==> src/rtl/fft16_pkg.sv <==
// Shared definitions for the 16-point FFT output serializer: default frame
// geometry, FSM state encoding and the 4-bit bin-index type.
package fft16_pkg;

   localparam int FFT16_N    = 16;
   localparam int FFT16_OUTW = 48;

   typedef enum logic {
      ST_IDLE   = 1'b0,
      ST_STREAM = 1'b1
   } state_t;

   typedef logic [3:0] bin_idx_t;

endpackage

==> src/rtl/fft16_digit_rev.sv <==
// Maps a natural-order bin number k to the position p in the captured
// stage-2 frame that holds it.
// Macro FFT16_DIGIT_REV_EN: when defined, p is the radix-4 digit reversal of
// k; when undefined, p = k (raw stage-2 order passes straight through).
module fft16_digit_rev
   import fft16_pkg::*;
(
   input  bin_idx_t k,
   output bin_idx_t p
);

`ifdef FFT16_DIGIT_REV_EN
   // Swap the two base-4 digits of the bin number.
   assign p = {k[1:0], k[3:2]};
`else
   assign p = k;
`endif

endmodule

==> src/rtl/fft16_output_serializer.sv <==
// Captures a full 16-bin stage-2 FFT frame on start and streams it out one
// bin per accepted valid/ready transfer, in natural bin order.
// Macro FFT16_DIGIT_REV_EN (see fft16_digit_rev) selects digit-reversed reads.
module fft16_output_serializer
   import fft16_pkg::*;
#(
   parameter int N    = FFT16_N,
   parameter int OUTW = FFT16_OUTW
)(
   input  logic                   clk,
   input  logic                   rst,
   input  logic                   start,
   input  logic [N*OUTW-1:0]      yr_flat,
   input  logic [N*OUTW-1:0]      yi_flat,
   output logic                   m_valid,
   input  logic                   m_ready,
   output logic [3:0]             m_index,
   output logic signed [OUTW-1:0] m_re,
   output logic signed [OUTW-1:0] m_im,
   output logic                   m_last,
   output logic                   busy,
   output logic                   frame_done,
   output logic                   overrun
);

   state_t   state_q, state_d;
   bin_idx_t cnt_q, cnt_d;
   logic     frame_done_q, frame_done_d;
   logic     overrun_q, overrun_d;

   logic signed [OUTW-1:0] re_q [N];
   logic signed [OUTW-1:0] re_d [N];
   logic signed [OUTW-1:0] im_q [N];
   logic signed [OUTW-1:0] im_d [N];
   logic signed [OUTW-1:0] cap_re [N];
   logic signed [OUTW-1:0] cap_im [N];

   bin_idx_t rd_pos;
   logic     streaming;
   logic     xfer;
   logic     last_xfer;
   logic     capture;

   // Unpack the flat input buses into per-position words.
   genvar gi;
   generate
      for (gi = 0; gi < N; gi++) begin : g_unpack
         assign cap_re[gi] = yr_flat[gi*OUTW +: OUTW];
         assign cap_im[gi] = yi_flat[gi*OUTW +: OUTW];
      end
   endgenerate

   fft16_digit_rev u_digit_rev (
      .k (cnt_q),
      .p (rd_pos)
   );

   assign streaming = (state_q == ST_STREAM);
   assign xfer      = streaming && m_ready;
   assign last_xfer = xfer && (cnt_q == bin_idx_t'(N - 1));

   // Next-state logic: capture on start in IDLE or on the final transfer,
   // advance on each transfer, flag starts that would clobber a live frame.
   always_comb begin
      state_d      = state_q;
      cnt_d        = cnt_q;
      frame_done_d = 1'b0;
      overrun_d    = overrun_q;
      capture      = 1'b0;
      case (state_q)
         ST_IDLE: begin
            if (start) begin
               capture = 1'b1;
               cnt_d   = '0;
               state_d = ST_STREAM;
            end
         end
         ST_STREAM: begin
            if (last_xfer) begin
               frame_done_d = 1'b1;
               cnt_d        = '0;
               if (start) begin
                  // Back-to-back frame: the slot just freed takes new data.
                  capture = 1'b1;
               end else begin
                  state_d = ST_IDLE;
               end
            end else begin
               if (xfer) begin
                  cnt_d = cnt_q + 1'b1;
               end
               if (start) begin
                  overrun_d = 1'b1;
               end
            end
         end
         default: begin
            state_d = ST_IDLE;
            cnt_d   = '0;
         end
      endcase
   end

   // Frame register update: load all positions at once when capturing.
   always_comb begin
      for (int i = 0; i < N; i++) begin
         re_d[i] = re_q[i];
         im_d[i] = im_q[i];
         if (capture) begin
            re_d[i] = cap_re[i];
            im_d[i] = cap_im[i];
         end
      end
   end

   // Control state registers.
   always_ff @(posedge clk or posedge rst) begin
      if (rst) begin
         state_q      <= ST_IDLE;
         cnt_q        <= '0;
         frame_done_q <= 1'b0;
         overrun_q    <= 1'b0;
      end else begin
         state_q      <= state_d;
         cnt_q        <= cnt_d;
         frame_done_q <= frame_done_d;
         overrun_q    <= overrun_d;
      end
   end

   // Frame storage registers.
   always_ff @(posedge clk or posedge rst) begin
      if (rst) begin
         for (int i = 0; i < N; i++) begin
            re_q[i] <= '0;
            im_q[i] <= '0;
         end
      end else begin
         for (int i = 0; i < N; i++) begin
            re_q[i] <= re_d[i];
            im_q[i] <= im_d[i];
         end
      end
   end

   // Outputs come straight from state, so they hold while the sink stalls.
   assign m_valid    = streaming;
   assign busy       = streaming;
   assign m_index    = cnt_q;
   assign m_re       = re_q[rd_pos];
   assign m_im       = im_q[rd_pos];
   assign m_last     = streaming && (cnt_q == bin_idx_t'(N - 1));
   assign frame_done = frame_done_q;
   assign overrun    = overrun_q;

endmodule

==> config.mk <==
export PLATFORM = sky130hd
export DESIGN_NAME = fft16_output_serializer
export DESIGN_NICKNAME = d
export VERILOG_FILES = /design/src/rtl/fft16_pkg.sv /design/src/rtl/fft16_digit_rev.sv /design/src/rtl/fft16_output_serializer.sv
export SDC_FILE = /design/constraint.sdc
export NUM_CORES = 2
export LEC_CHECK = 0
export CORE_AREA = 2 2 641 643
export CTS_CLUSTER_SIZE = 8
export DETAILED_ROUTE_END_ITERATION = 8
export DIE_AREA = 0 0 643 645
export SYNTH_ARGS = -nofsm -noshare
export SYNTH_HDL_FRONTEND = slang
export SYNTH_SLANG_ARGS = --single-unit
==> constraint.sdc <==
create_clock -name clk -period 120.8 [get_ports clk]
set_input_delay 24.16 -clock clk [delete_from_list [all_inputs] [get_ports clk]]
set_output_delay 24.16 -clock clk [all_outputs]
set_load 0.05 [all_outputs]
Word-level counts from Yosys, hierarchy flattened --
Cells that the tools add are included.
Storage, ports and cells: register bits after elaboration 1543, output and inout bits 105
Operators by class: add/sub/neg operators 1, magnitude comparators 1, equality and inequality tests 3, muxes and demuxes 17, bitwise logic cells 3, reduce and logical (&&, ||, !) cells 5
Operators by type and width (number):
- binary-select mux 48 bit (select 4 bit) | 2
- 2-to-1 mux 48 bit | 4
- 2-to-1 mux 4 bit | 3
- one-hot mux 4 bit (2 select lines) | 1
- >= comparator 5 bit (second input constant) | 1
- 2-to-1 mux 1 bit | 5
- inverter 4 -> 5 bit | 1
- adder 4 x 1 -> 4 bit (second input constant) | 1
- == test 4 bit (second input constant) | 1
- one-hot mux 1 bit (2 select lines) | 2
- logical AND 1 bit | 3
- inequality test 3 x 1 -> 1 bit (second input constant) | 1
- AND reduction 3 bit | 1
- inequality test 2 bit (second input constant) | 1
- inverter 1 bit | 2
- AND reduction 2 bit | 1

Longest topological paths before layout --
depth after elaboration 4, mapped depth 9, gate-level depth less buffers 5

Modules after synthesis --
From an unflattened synthesis, not the netlist that was laid out.
Second synthesis, totals: cells, all modules 4088, area, all modules 73565.6 µm²
Modules (own cells, without submodules):
- fft16_output_serializer | instances 1, cells an instance 4084, area an instance 73535.5 µm², seq. area each 38612.0 µm²
- fft16_digit_rev | instances 1, cells an instance 4, area an instance 30.0 µm², seq. area each 0.0 µm²

Worst setup path after synthesis --
OpenSTA, ideal clock, no wires.
path type register to output, from register cnt_q[1], in the netlist m_index[1], to output port m_im[32], arrival 2.360 ns, data required time 96.640 ns, path slack 94.280 ns, stages on the path, launching flop included 7, cells stage by stage dfrtp_1 buf_4 buf_2 buf_2 mux4_2 a22oi_1 nand2_1
Between the ends: cells in the longest elaborated chain, start to end 4
RTL lines:
- from (decl) | line fft16_output_serializer.sv:27 | bin_idx_t cnt_q, cnt_d;
- from (signal assigned) | line fft16_output_serializer.sv:125 | cnt_q <= cnt_d;
- inverter 4 -> 5 bit (not written as such) | line fft16_output_serializer.sv:151 | assign m_im = im_q[rd_pos];
- binary-select mux 48 bit (select 4 bit) | line fft16_output_serializer.sv:151
- 2-to-1 mux 48 bit (not written as such) (2 in series) | line fft16_output_serializer.sv:151
- to (decl) | line fft16_output_serializer.sv:19 | output logic signed [OUTW-1:0] m_im,
Every way passes these cells. The select of a mux whose other input is x is not followed.

Final worst setup path --
from input port m_ready, to register re_q[482] (netlist bit)
Between the ends: cells in the longest elaborated chain, start to end 4
RTL lines:
- from (decl) | line fft16_output_serializer.sv:16 | input logic m_ready,
- logical AND 1 bit | line fft16_output_serializer.sv:59 | assign xfer = streaming && m_ready;
- logical AND 1 bit | line fft16_output_serializer.sv:60 | assign last_xfer = xfer && (cnt_q == bin_idx_t'(N - 1));
- 2-to-1 mux 1 bit | line fft16_output_serializer.sv:79 | if (last_xfer) begin
- one-hot mux 1 bit (2 select lines) | line fft16_output_serializer.sv:70 | case (state_q)
- to (signal, indexed assignment) | line fft16_output_serializer.sv:140 | re_q[i] <= re_d[i];
- to (decl) | line fft16_output_serializer.sv:31 | logic signed [OUTW-1:0] re_q [N];
Every way passes these cells. A chain may end at the register's enable or synchronous reset.

==> impl_metrics.py <==
metrics = {
    "yosys": {
        "ys_ff_latch": 1543,
        "ys_seq_area_frac": 0.5184,
        "netlist_area_um2": 74480,
        "synthArstFlopShare": 1.000,
        "synth-edff-count": 0,
        "ys_warn_count": 0,
        "synth_nets": 6035,
        "avgSynthCellArea_um2": 16.57,
        "synth_cell_types": 30,
        "synth_cells": 4494,
        "synth_flop_cell": "dfrtp_1",
    },
    "floorplan": {
        "fp.coreArea_um2": 408100,
        "die_area_um2": 414700,
        "ios": 1645,
        "start_util": 0.1825,
        "fp.dieW_um": 643,
        "row_count": 235,
        "die_h_um": 645,
    },
    "drt": {
        "wl_per_cell_um": 31.77,
        "first_iter_violations": 3816,
        "vias": 49010,
        "drt_pass1_iterations": 6,
        "ant_nets": 0,
        "drc": 0,
        "wl_um": 373000,
        "vias_per_cell": 4.174,
    },
    "global_route": {
        "grt_max_degree": 139,
        "overflow": 0,
        "grt_usage": 0.1734,
        "grt_pass1_wl_um": 489600,
        "antenna_found_initial": 208,
        "grt_pass1_vias": 51730,
    },
    "layout": {
        "area_growth_pct": 36.43,
        "utilization": 0.2490,
        "register_area_um2": 38630,
        "finalInstanceArea_um2": 101600,
        "nFillCells": 42270,
        "drive_gt1_frac": 0.3401,
        "multiInputGateArea_um2": 32490,
        "fin_nets": 7671,
    },
    "place": {
        "place_congestion": 0.9211,
        "portBuffers": 1644,
        "place.detailed.hpwl_um": 297400,
        "dpl-instance-area_um2": 95300,
    },
    "clock_tree": {
        "post_cts.repair.setup_buffers": 0,
        "hold_buffers": 0,
        "clk_pin_slew_worst_paths_ns": 0.06,
        "cts_sinks": 1543,
        "clk_path_buf_depth": 4,
        "cts-root-buf": "clkbuf_16",
        "cts_made_buffers": 221,
        "htree_levels": 4,
        "clk_latency_ns": 0.93,
        "post_cts_resized": 0,
        "tritoncts": "built",
    },
    "timing": {
        "worst-slew-pin-transition_ns": 1.305,
        "fmax_mhz": 31.10,
        "slew-limit-headroom": 0.1051,
        "setup_violations": 0,
        "fin_skew_ns": 0.08016,
        "rsz0062_at_grt": "no",
        "fin_hold_ws_ns": 0.4959,
        "period_needed_ns": 32.15,
        "slew_viol_final": 0,
        "hold_violations": 0,
        "period_share": 0.2662,
        "finalSetupTns_ns": 0,
    },
    "critical_path": {
        "r2r-start": "m_index[0]",
        "required_ns": 121.56,
        "crit_chain": "clkdlybuf4s50_1 -> nand2_2 -> o21ai_2 -> and2_4 -> buf_4 -> buf_4 -> buf_4 -> buf_4 -> buf_4 -> buf_4 -> buf_4 -> buf_4 -> mux2_4",
        "cpPeakStageDelay_ns": 1.01,
        "critPathKind": "in -> reg",
        "r2r_cells": 14,
        "r2r_slack_ns": 110.50,
        "cp_max_fo": 69,
        "cp-start-kind": "primary input",
        "cp.arrival_ns": 32.91,
        "cp_common_cell": "buf_4",
        "r2r-end": "re_q[482]",
        "cpMaxStageDelayCell": "buf_4",
        "crit_path_end_kind": "flip-flop",
    },
    "run": {
        "cap_violations": 0,
    },
    "power": {
        "power_uw": 2856,
        "vdd_ir_drop_max_v": 0.00002628,
        "power_per_cell_area_nw_per_um2": 28.11,
        "leakagePower_uw": 0.04188,
    },
    "min_path": {
        "hp-start": "overrun",
        "hold_path_end": "overrun",
        "worstHoldPathCells": 1,
        "worstHoldPathType": "reg -> reg",
    },
    "status": {
        "outcome": "completed",
    },
}
-- power by group --
part | internal, uW | leakage (uW) | switching, uW
clock network | 332 | 0.00292 | 243
logic | 604 | 0.0202 | 705
registers | 783 | 0.0188 | 189
-- worst max-delay path by stage --
stage	start	endpoint	slack [ns]
after floorplan	rst	busy	53.11
after global placement	m_ready	re_q[728]	87.96
after detailed placement	m_ready	re_q[673]	87.84
after CTS	m_ready	re_q[482]	88.84
after global routing	m_ready	re_q[482]	88.34
final	m_ready	re_q[482]	88.65
-- kinds of logic (layout without fill, tap and decap cells) --
group / after synthesis / count (layout) / synth area share
simple gates: 224 / 224 / 0.01367
flops: 1543 / 1543 / 0.5184
other cells: 0 / 125 / 0
compound gates: 288 / 288 / 0.02901
mux: 2106 / 2106 / 0.3927
fa+ha+maj: 1 / 1 / 0.0001680
buf+inv: 332 / 2003 / 0.04606
-- layout by cell type, fill, tap and decap left out, types with 3 or more instances in the layout --
cell type        Yosys  layout
mux2_2             536     536
clkinv_2             0       3
clkinv_16            0       5
nand2b_1             9       9
clkbuf_1            54      13
buf_12             111      10
nand2_1            101     101
nor2_4               0       3
mux2i_1            371     371
dfrtp_4              0       4
diode_2              0     125
a22oi_1            281     281
mux4_2             199     199
clkbuf_8             0       4
dfrtp_1           1543    1539
clkdlybuf4s50_1      0    1644
buf_4               57      89
nor2b_4              0       4
clkbuf_16            0     223
mux2_4            1000    1000
nand3_1             98      98
-- registers in the layout, summed over array words and instances, names as in the netlist --
name        flops
im_q          768
re_q          768
m_index         4
frame_done      1
busy            1
overrun         1
-- area by class of cell --
cell class	instances	area share
sequential	1543	0.3801
multi-input combinational	2619	0.3198
timing repair buffer	1744	0.1708
tap	5451	0.06712
clock buffer	240	0.05594
antenna	125	0.003078
clock inverter	18	0.003066
inverter	1	0.0001108
-- critical path: cells and delay by family --
kind | cells | cell delay, ns
compound gates | 1 | 0.16
mux | 1 | 0.36
simple gates | 2 | 0.84
buf+inv | 9 | 6.97
-- per-layer routing --
layer	GRT usage	up-vias	wire, um
li1	-	20030	-
met3	0.06079	558	33130
met1	0.2327	26080	165100
met2	0.2559	2262	161400
met4	0.06161	80	12930
met5	0	-	517
-- cells in the mapped netlist (2+ instances only) --
cell	number	area share
and2_1	4	0.00034
buf_4	57	0.0057
nor2_2	2	0.00017
mux4_2	199	0.060
nor2b_1	5	0.00042
buf_2	90	0.0060
a22oi_1	281	0.028
mux2_2	536	0.081
nor2_1	3	0.00015
nand2b_1	9	0.00076
buf_1	12	0.00060
mux2_4	1000	0.20
clkbuf_1	54	0.0027
mux2i_1	371	0.050
nand3_1	98	0.0066
nand2_1	101	0.0051
buf_6	7	0.0011
dfrtp_1	1543	0.52
buf_12	111	0.030
-- through the flow --
step	cells	setup WS, ns
floorplan	4494	53.11
global placement	11360	87.96
detailed placement	11360	87.84
CTS	11620	88.84
global route	11700	88.34
finish	11740	88.65
(Power assumes the default switching activity.)
